--- config.mk ---
export PLATFORM = sky130hd
export DESIGN_NAME = music_sequencer
export DESIGN_NICKNAME = d
export VERILOG_FILES = /design/src/rtl/music_sequencer.sv
export SDC_FILE = /design/constraint.sdc
export NUM_CORES = 1
export LEC_CHECK = 0
export BUFFER_PORTS_ARGS = -buffer_cell sky130_fd_sc_hd__buf_4
export CAP_MARGIN = 30
export CELL_PAD_IN_SITES_DETAIL_PLACEMENT = 2
export CELL_PAD_IN_SITES_GLOBAL_PLACEMENT = 2
export CORE_ASPECT_RATIO = 1.2
export CORE_MARGIN = 2
export CORE_UTILIZATION = 35
export DETAILED_ROUTE_END_ITERATION = 10
export GPL_TIMING_DRIVEN = 0
export PLACE_DENSITY = 0.76
export SYNTH_ARGS = -nofsm -noshare
export SYNTH_HDL_FRONTEND = slang
export SYNTH_SLANG_ARGS = --single-unit
--- constraint.sdc ---
create_clock -name Clock -period 4.6 [get_ports Clock]
set_input_delay 0.23 -clock Clock [delete_from_list [all_inputs] [get_ports Clock]]
set_output_delay 0.23 -clock Clock [all_outputs]
set_load 0.01 [all_outputs]
--- src/rtl/music_sequencer.sv ---
// Score playback sequencer: steps the score RAM address, holds each key for its beat count, reports song end.
// Optional MUSIC_SEQ_LOOP_EN: restart from entry 0 at end of song instead of returning to IDLE.
module music_sequencer #(
  parameter int DataLength    = 4,
  parameter int AddressBits   = 5,
  parameter int SongLength    = 12,
  parameter int BeatDivider   = 4,
  parameter int BeatCountBits = 24
) (
  input  logic                   Clock,
  input  logic                   Reset,
  input  logic                   Start,
  input  logic                   Stop,
  input  logic [DataLength-1:0]  KeyIn,
  input  logic [DataLength-1:0]  TimeIn,
  output logic [AddressBits-1:0] Address,
  output logic                   ReadOrWrite,
  output logic [DataLength-1:0]  Key,
  output logic                   Playing,
  output logic                   Done
);

  typedef enum logic [1:0] {IDLE, FETCH, WAIT, PLAY} stateType;

  localparam logic [AddressBits-1:0]   lastIndex = AddressBits'(SongLength - 1);
  localparam logic [BeatCountBits-1:0] lastCycle = BeatCountBits'(BeatDivider - 1);

  stateType                 state, nextState;
  logic [AddressBits-1:0]   index, nextIndex;
  logic [DataLength-1:0]    beats, nextBeats;
  logic [BeatCountBits-1:0] cycleCount, nextCycleCount;
  logic [AddressBits-1:0]   nextAddress;
  logic [DataLength-1:0]    nextKey;
  logic                     nextPlaying, nextDone;
  logic                     songEnd, terminator, loadKey;

  assign ReadOrWrite = 1'b1;

  // State and registered outputs; every output is a flop so nothing leaks combinationally from inputs.
  always_ff @(posedge Clock or negedge Reset) begin
    if (!Reset) begin
      state      <= IDLE;
      index      <= '0;
      beats      <= '0;
      cycleCount <= '0;
      Address    <= '0;
      Key        <= '0;
      Playing    <= 1'b0;
      Done       <= 1'b0;
    end else begin
      state      <= nextState;
      index      <= nextIndex;
      beats      <= nextBeats;
      cycleCount <= nextCycleCount;
      Address    <= nextAddress;
      Key        <= nextKey;
      Playing    <= nextPlaying;
      Done       <= nextDone;
    end
  end

  always_comb begin
    nextState      = state;
    nextIndex      = index;
    nextBeats      = beats;
    nextCycleCount = cycleCount;
    songEnd        = 1'b0;
    terminator     = 1'b0;
    loadKey        = 1'b0;
    if (Stop) begin
      nextState      = IDLE;
      nextIndex      = '0;
      nextBeats      = '0;
      nextCycleCount = '0;
    end else begin
      unique case (state)
        IDLE: begin
          if (Start) begin
            nextState = FETCH;
            nextIndex = '0;
          end
        end
        FETCH: nextState = WAIT;
        WAIT: begin
          if (TimeIn == '0) begin
            // A zero-length note at the last slot has nowhere to advance to, so it ends the song.
            if (KeyIn == '0) begin
              terminator = 1'b1;
              songEnd    = 1'b1;
            end else if (index == lastIndex) begin
              songEnd = 1'b1;
            end else begin
              nextIndex = index + AddressBits'(1);
              nextState = FETCH;
            end
          end else begin
            loadKey        = 1'b1;
            nextBeats      = TimeIn;
            nextCycleCount = '0;
            nextState      = PLAY;
          end
        end
        PLAY: begin
          if (cycleCount == lastCycle) begin
            nextCycleCount = '0;
            nextBeats      = beats - DataLength'(1);
            if (beats == DataLength'(1)) begin
              if (index == lastIndex) begin
                songEnd = 1'b1;
              end else begin
                nextIndex = index + AddressBits'(1);
                nextState = FETCH;
              end
            end
          end else begin
            nextCycleCount = cycleCount + BeatCountBits'(1);
          end
        end
        default: nextState = IDLE;
      endcase
      if (songEnd) begin
`ifdef MUSIC_SEQ_LOOP_EN
        nextState = FETCH;
        nextIndex = '0;
`else
        nextState = IDLE;
        nextIndex = '0;
`endif
      end
    end
  end

  // Key carries over through FETCH/WAIT so consecutive notes join without a silence gap.
  always_comb begin
    nextKey     = Key;
    nextAddress = nextIndex;
    nextDone    = songEnd;
    nextPlaying = (nextState != IDLE);
    if (nextState == IDLE) begin
      nextKey     = '0;
      nextAddress = '0;
    end else if (loadKey) begin
      nextKey = KeyIn;
    end else if (terminator) begin
      nextKey = '0;
    end
  end

endmodule
Yosys cells after proc, flatten, opt, wreduce, memory -nomap -nowiden
Index checks and enable logic that the tools add are counted.

Output and inout port bits: 12. Bits in registers: 46.

Reductions and logical operators: 9. Muxes and demuxes: 45. Equality and inequality tests: 8. Add/subtract/negate cells: 3.

Operators with widths (number): $mux 24 (3); $pmux 24 s2 (1); $mux 5 (9); $add 24x1->24 const B (1); $eq 24x2->1 const B (1); $mux 4 (6); $mux 2 (8); $pmux 5 s3 (1); $mux 1 (14); $logic_not 4->1 (2); $pmux 2 s4 (1); $pmux 4 s2 (1); $ne 3x3->1 const B (2); $reduce_bool 3->1 (2); $add 5x1->5 const B (1); $eq 5x4->1 const B (1); $eq 2x2->1 const B (2); $eq 4x1->1 const B (1); $logic_not 2->1 (2); $sub 4x1->4 const B (1); $reduce_and 3->1 (1); $eq 2x1->1 const B (1); $pmux 1 s2 (1); $reduce_and 2->1 (1); $reduce_bool 2->1 (1).

Logic depth before layout (Yosys ltp)
Word-level depth: 10. Depth in mapped cells: 8. Gate-level depth less buffers: 7.

Worst setup path after synthesis
Ideal clock, no wire load.

Kind: register to register. From: register cycleCount[0]. To: register Address[2]. Cell stages (with the launch flop): 8. Buffers on the path: 0. Data arrival time: 1.944 ns. Path slack: 2.537 ns. Setup time: 0.118 ns. Cell sequence: dfrtp_1 ha_1 nor4b_2 nand4_1 nor4_2 nor2_1 a221o_1 and2b_1.

Cells in the longest elaborated chain, start to end: 8.

RTL lines: start, declared (line 31) `logic [BeatCountBits-1:0] cycleCount, nextCycleCount;`; start signal, assigned (line 54) `cycleCount <= nextCycleCount;`; $eq 24x2->1 * (line 104) `if (cycleCount == lastCycle) begin`; $mux 1 (line 104); $pmux 1 s2 (line 76) `unique case (state)`; $mux 1 (line 70) `if (Stop) begin`; $mux 2 (line 121) `if (songEnd) begin`; $mux 2 (line 70); $logic_not 2->1 (line 139) `if (nextState == IDLE) begin`; $mux 5 * (line 139); named net nextAddress[2] (line 32) `logic [AddressBits-1:0] nextAddress;`; end signal, assigned (line 55) `Address <= nextAddress;`; end, declared (line 16) `output logic [AddressBits-1:0] Address,`.

Mark *: on every way through the listed nets, which the timed path passes. The rest lies on a longest branch. The select of a mux whose other input is x is not followed. A chain may end at the register's enable or synchronous reset.

Worst setup path in the final report
From: register cycleCount[1]. To: register index[2].

Cells in the longest elaborated chain, start to end: 6.

RTL lines: $eq 24x2->1 * (line 104); $mux 1 (line 104); $pmux 1 s2 (line 76); $mux 1 (line 70); $mux 5 * (line 121); $mux 5 * (line 70); named net nextIndex[2] (line 29) `logic [AddressBits-1:0] index, nextIndex;`; end signal, assigned (line 52) `index <= nextIndex;`; end, declared (line 29).

Marked as above.

==> impl_metrics.prom <==
# TYPE chip_impl_metric gauge
chip_impl_info{name="run_status",value="finished clean"} 1
chip_impl_metric{name="critical_path_required",unit="ns"} 4.80
chip_impl_metric{name="grt.total_usage",unit="%"} 20.0
chip_impl_metric{name="max-vdd-ir-drop",unit="V"} 0.000136
chip_impl_metric{name="yosys_register_bits",unit=""} 46
chip_impl_metric{name="per_cell_routed_wire_length",unit="um"} 18.2
chip_impl_metric{name="p_total",unit="mW"} 0.829
chip_impl_metric{name="timing.max_cap.violations",unit=""} 0
chip_impl_metric{name="final.setup.tns",unit="ns"} 0
chip_impl_metric{name="worst_slew_pin_slew",unit="ns"} 0.952
chip_impl_info{name="synth_area_leaders",value="dfrtp_1, nor2_1, nand2_1"} 1
chip_impl_info{name="cts_tree",value="built"} 1
chip_impl_metric{name="width_of_the_die",unit="um"} 80.5
chip_impl_metric{name="clk_pin_slew_worst_paths",unit="ns"} 0.09
chip_impl_metric{name="routed_via_density",unit=""} 5.63
chip_impl_metric{name="detail_route.drc_violations",unit=""} 0
chip_impl_metric{name="cts_post_setup_buffers_inserted",unit=""} 0
chip_impl_metric{name="critPathMaxFanout",unit=""} 7
chip_impl_info{name="r2r_end",value="index[2]"} 1
chip_impl_metric{name="synth_largest_type_area_fraction",unit="%"} 46.8
chip_impl_metric{name="die_area",unit="um^2"} 7710
chip_impl_metric{name="tritoncts_buffer_count",unit=""} 5
chip_impl_metric{name="finalWorstSetupSlack",unit="ns"} 2.16
chip_impl_info{name="critical_path.startpoint",value="cycleCount[1]"} 1
chip_impl_metric{name="cts-resized-gates",unit=""} 0
chip_impl_info{name="critical_path.cell_chain",value="ha_1, nor4b_2, nand4_1, nor4_2, a21oi_1, nand2b_1, and2b_1"} 1
chip_impl_metric{name="grt_pass1_wl",unit="mm"} 11.9
chip_impl_metric{name="layout_min_cycle_time",unit="ns"} 2.44
chip_impl_metric{name="crit_cells",unit=""} 7
chip_impl_metric{name="synth_edf_count",unit=""} 0
chip_impl_metric{name="post_route_cells_drive_above_1_share",unit="%"} 13.7
chip_impl_info{name="cts-root-buf",value="clkbuf_8"} 1
chip_impl_metric{name="placeableCoreArea",unit="um^2"} 6810
chip_impl_metric{name="final_nets",unit=""} 308
chip_impl_metric{name="critPathBufInv",unit=""} 0
chip_impl_metric{name="routed_antenna_nets",unit=""} 0
chip_impl_metric{name="initial_core_utilization",unit="%"} 36.1
chip_impl_info{name="critical_path.slowest_cell",value="nor4_2"} 1
chip_impl_metric{name="synth.lib_cells_used.distinct",unit=""} 49
chip_impl_info{name="yosysTopAreaCell",value="dfrtp_1"} 1
chip_impl_metric{name="fmax_achieved",unit="GHz"} 0.411
chip_impl_info{name="most_common_library_cell_in_the_layout_ignoring_fill_and_taps",value="dfrtp_1"} 1
chip_impl_metric{name="cp.arrival",unit="ns"} 2.64
chip_impl_metric{name="tcrit_tclk_final",unit="%"} 52.9
chip_impl_info{name="cp-endpoint",value="index[2]"} 1
chip_impl_metric{name="timing_hold_violations_final",unit=""} 0
chip_impl_metric{name="p_leak",unit="nW"} 1.23
chip_impl_metric{name="port_buffers",unit=""} 21
chip_impl_metric{name="synth-seq-area-share",unit="%"} 46.8
chip_impl_metric{name="clockBufferDepth",unit=""} 2
chip_impl_info{name="synth_flop_cell",value="dfrtp_1"} 1
chip_impl_metric{name="worst_skew_pair.late_latency",unit="ns"} 0.30
chip_impl_metric{name="grt_pass1_vias",unit=""} 2348
chip_impl_metric{name="regToRegSetupSlack",unit="ns"} 2.16
chip_impl_metric{name="synthesized_netlist_cell_count",unit=""} 263
chip_impl_metric{name="number_of_antenna_violations_at_the_first_check_in_global_routing",unit=""} 0
chip_impl_metric{name="antenna-diode-count",unit=""} 0
chip_impl_metric{name="tritoncts_num_sinks",unit=""} 46
chip_impl_info{name="startpoint_type",value="flop"} 1
chip_impl_info{name="worstSetupPathType",value="reg -> reg"} 1
chip_impl_metric{name="chip_height",unit="um"} 95.8
chip_impl_metric{name="slew_headroom",unit="%"} 35.9
chip_impl_metric{name="floorplan.io_pins",unit=""} 24
chip_impl_metric{name="power_density",unit="nW/um^2"} 291
chip_impl_metric{name="overflow",unit=""} 0
chip_impl_metric{name="initialDrtViolationCount",unit=""} 114
chip_impl_metric{name="async_reset_ff_share",unit="%"} 100
chip_impl_metric{name="placement_rows",unit=""} 33
chip_impl_metric{name="number_of_failing_setup_endpoints_in_the_final_timing_report",unit=""} 0
chip_impl_metric{name="hold-worst-slack",unit="ns"} 0.148
chip_impl_info{name="final_cell_mix",value="dfrtp_1, nor2_1, buf_4"} 1
chip_impl_metric{name="place_congestion",unit=""} 0.788
chip_impl_metric{name="half_perimeter_wire_length_after_placement",unit="mm"} 5.05
chip_impl_info{name="timing.critical_path.to_type",value="flop"} 1
chip_impl_metric{name="route.vias.total",unit=""} 2138
chip_impl_metric{name="total_nets_after_synthesis",unit=""} 279
chip_impl_metric{name="reg2reg_depth",unit=""} 7
chip_impl_metric{name="critical-path-max-stage-delay",unit="ns"} 0.50
chip_impl_metric{name="grt_start_max_net_pins",unit=""} 47
chip_impl_metric{name="synthesis.yosys.warnings",unit=""} 0
chip_impl_metric{name="ctsHtreeMaxLevel",unit=""} 2
chip_impl_info{name="crit-reg2reg-launch",value="cycleCount[1]"} 1
chip_impl_metric{name="post_synth_instance_area",unit="um^2"} 2460
chip_impl_metric{name="maxSlewViolCount",unit=""} 0
chip_impl_metric{name="wl",unit="mm"} 6.91
chip_impl_info{name="cp_top_family",value="simple AND/OR/NAND/NOR gates"} 1
chip_impl_info{name="hold_class",value="in -> reg"} 1
chip_impl_metric{name="dp_worst_setup_slack",unit="ns"} 2.18
chip_impl_metric{name="avgSynthCellArea",unit="um^2"} 9.34
chip_impl_metric{name="syn2layout_area_growth",unit="%"} 15.8
chip_impl_info{name="rsz0062_at_grt",value="false"} 1
chip_impl_metric{name="worst_clock_skew",unit="ns"} 0.00559
chip_impl_metric{name="drt_pre_antenna_iters",unit=""} 4
[worst register-to-register path: stages, from the launching register on]
cell,delay [ns]
dfrtp_1,0.42
ha_1,0.26
nor4b_2,0.24
nand4_1,0.24
nor4_2,0.50
a21oi_1,0.18
nand2b_1,0.27
and2b_1,0.22
[metal layers]
layer  vias up  GRT usage, %  share of wire, %
met4         0          4.94              0.94
li1        995             -                 -
met1      1120          22.6                41
met3         6          3.19               1.7
met5         -             0                 0
met2        17          38.8                56
[cell families after synthesis]
family	Yosys count	share of synthesized area, %
compound gates	55	15.2
xor+xnor	18	6.42
fa+ha+maj	4	2.04
buf+inv	18	3.11
flops	46	46.8
mux	1	0.407
other cells	1	0.153
simple gates	120	25.9
[final cells by class]
class                   instances  area [um^2]
clock inverters                 3         43.8
clock buffers                   5         68.8
well taps                      87          109
plain buffers                   9         42.5
flip-flops and latches         46         1150
multi-input cells             199         1230
inverters                       9         33.8
repair buffers                 22          168
fillers                       751         3970
[Yosys cell counts (5+ instances only)]
master    n
xor2_1    9
o21ai_0  15
dfrtp_1  46
a21oi_1  14
nor4_1    6
nand2_1  21
xnor2_1   9
nand3_1  14
nand4_1   7
nor2b_1   5
nor3_1    6
inv_1     9
nor2_1   37
[per-stage QoR]
stage | utilization, % | instances | cell area (um^2)
finish | 41.8 | 380 | 2850
global route | 41.8 | 380 | 2850
CTS | 41.8 | 380 | 2850
detailed placement | 40.0 | 371 | 2720
global placement | 40.0 | 371 | 2720
floorplan | - | 263 | 2460
[power breakdown]
| part | total (mW) | switching (mW) | internal [mW] |
|---|---|---|---|
| clock network | 0.315 | 0.152 | 0.163 |
| logic | 0.0929 | 0.0609 | 0.0321 |
| registers | 0.421 | 0.00787 | 0.413 |
| total | 0.829 | 0.221 | 0.609 |
[sequential cells by signal (all words and copies together) (netlist names)]
| signal | flops |
|---|---|
| cycleCount | 24 |
| Address | 5 |
| index | 5 |
| Key | 4 |
| beats | 4 |
| state | 2 |
| Done | 1 |
| Playing | 1 |
[repair_timing]
action                     CTS  global route
setup endpoints to repair    0             0
hold endpoints to repair    46             0
hold buffers                 1             0
[how the worst min path moves through the flow]
stage                  to  startpoint  slack [ns]  cells past startpoint
5_1_grt            Key[0]    KeyIn[0]        0.14                      2
2_1_floorplan  Address[0]       Reset       -0.07                      0
4_1_cts            Key[0]    KeyIn[0]        0.14                      2
6_report           Key[0]    KeyIn[0]        0.15                      2
3_3_place_gp     beats[2]       Reset        0.28                      1
3_5_place_dp     beats[3]       Reset        0.29                      1
No activity file was read; power rests on OpenSTA's default activity.
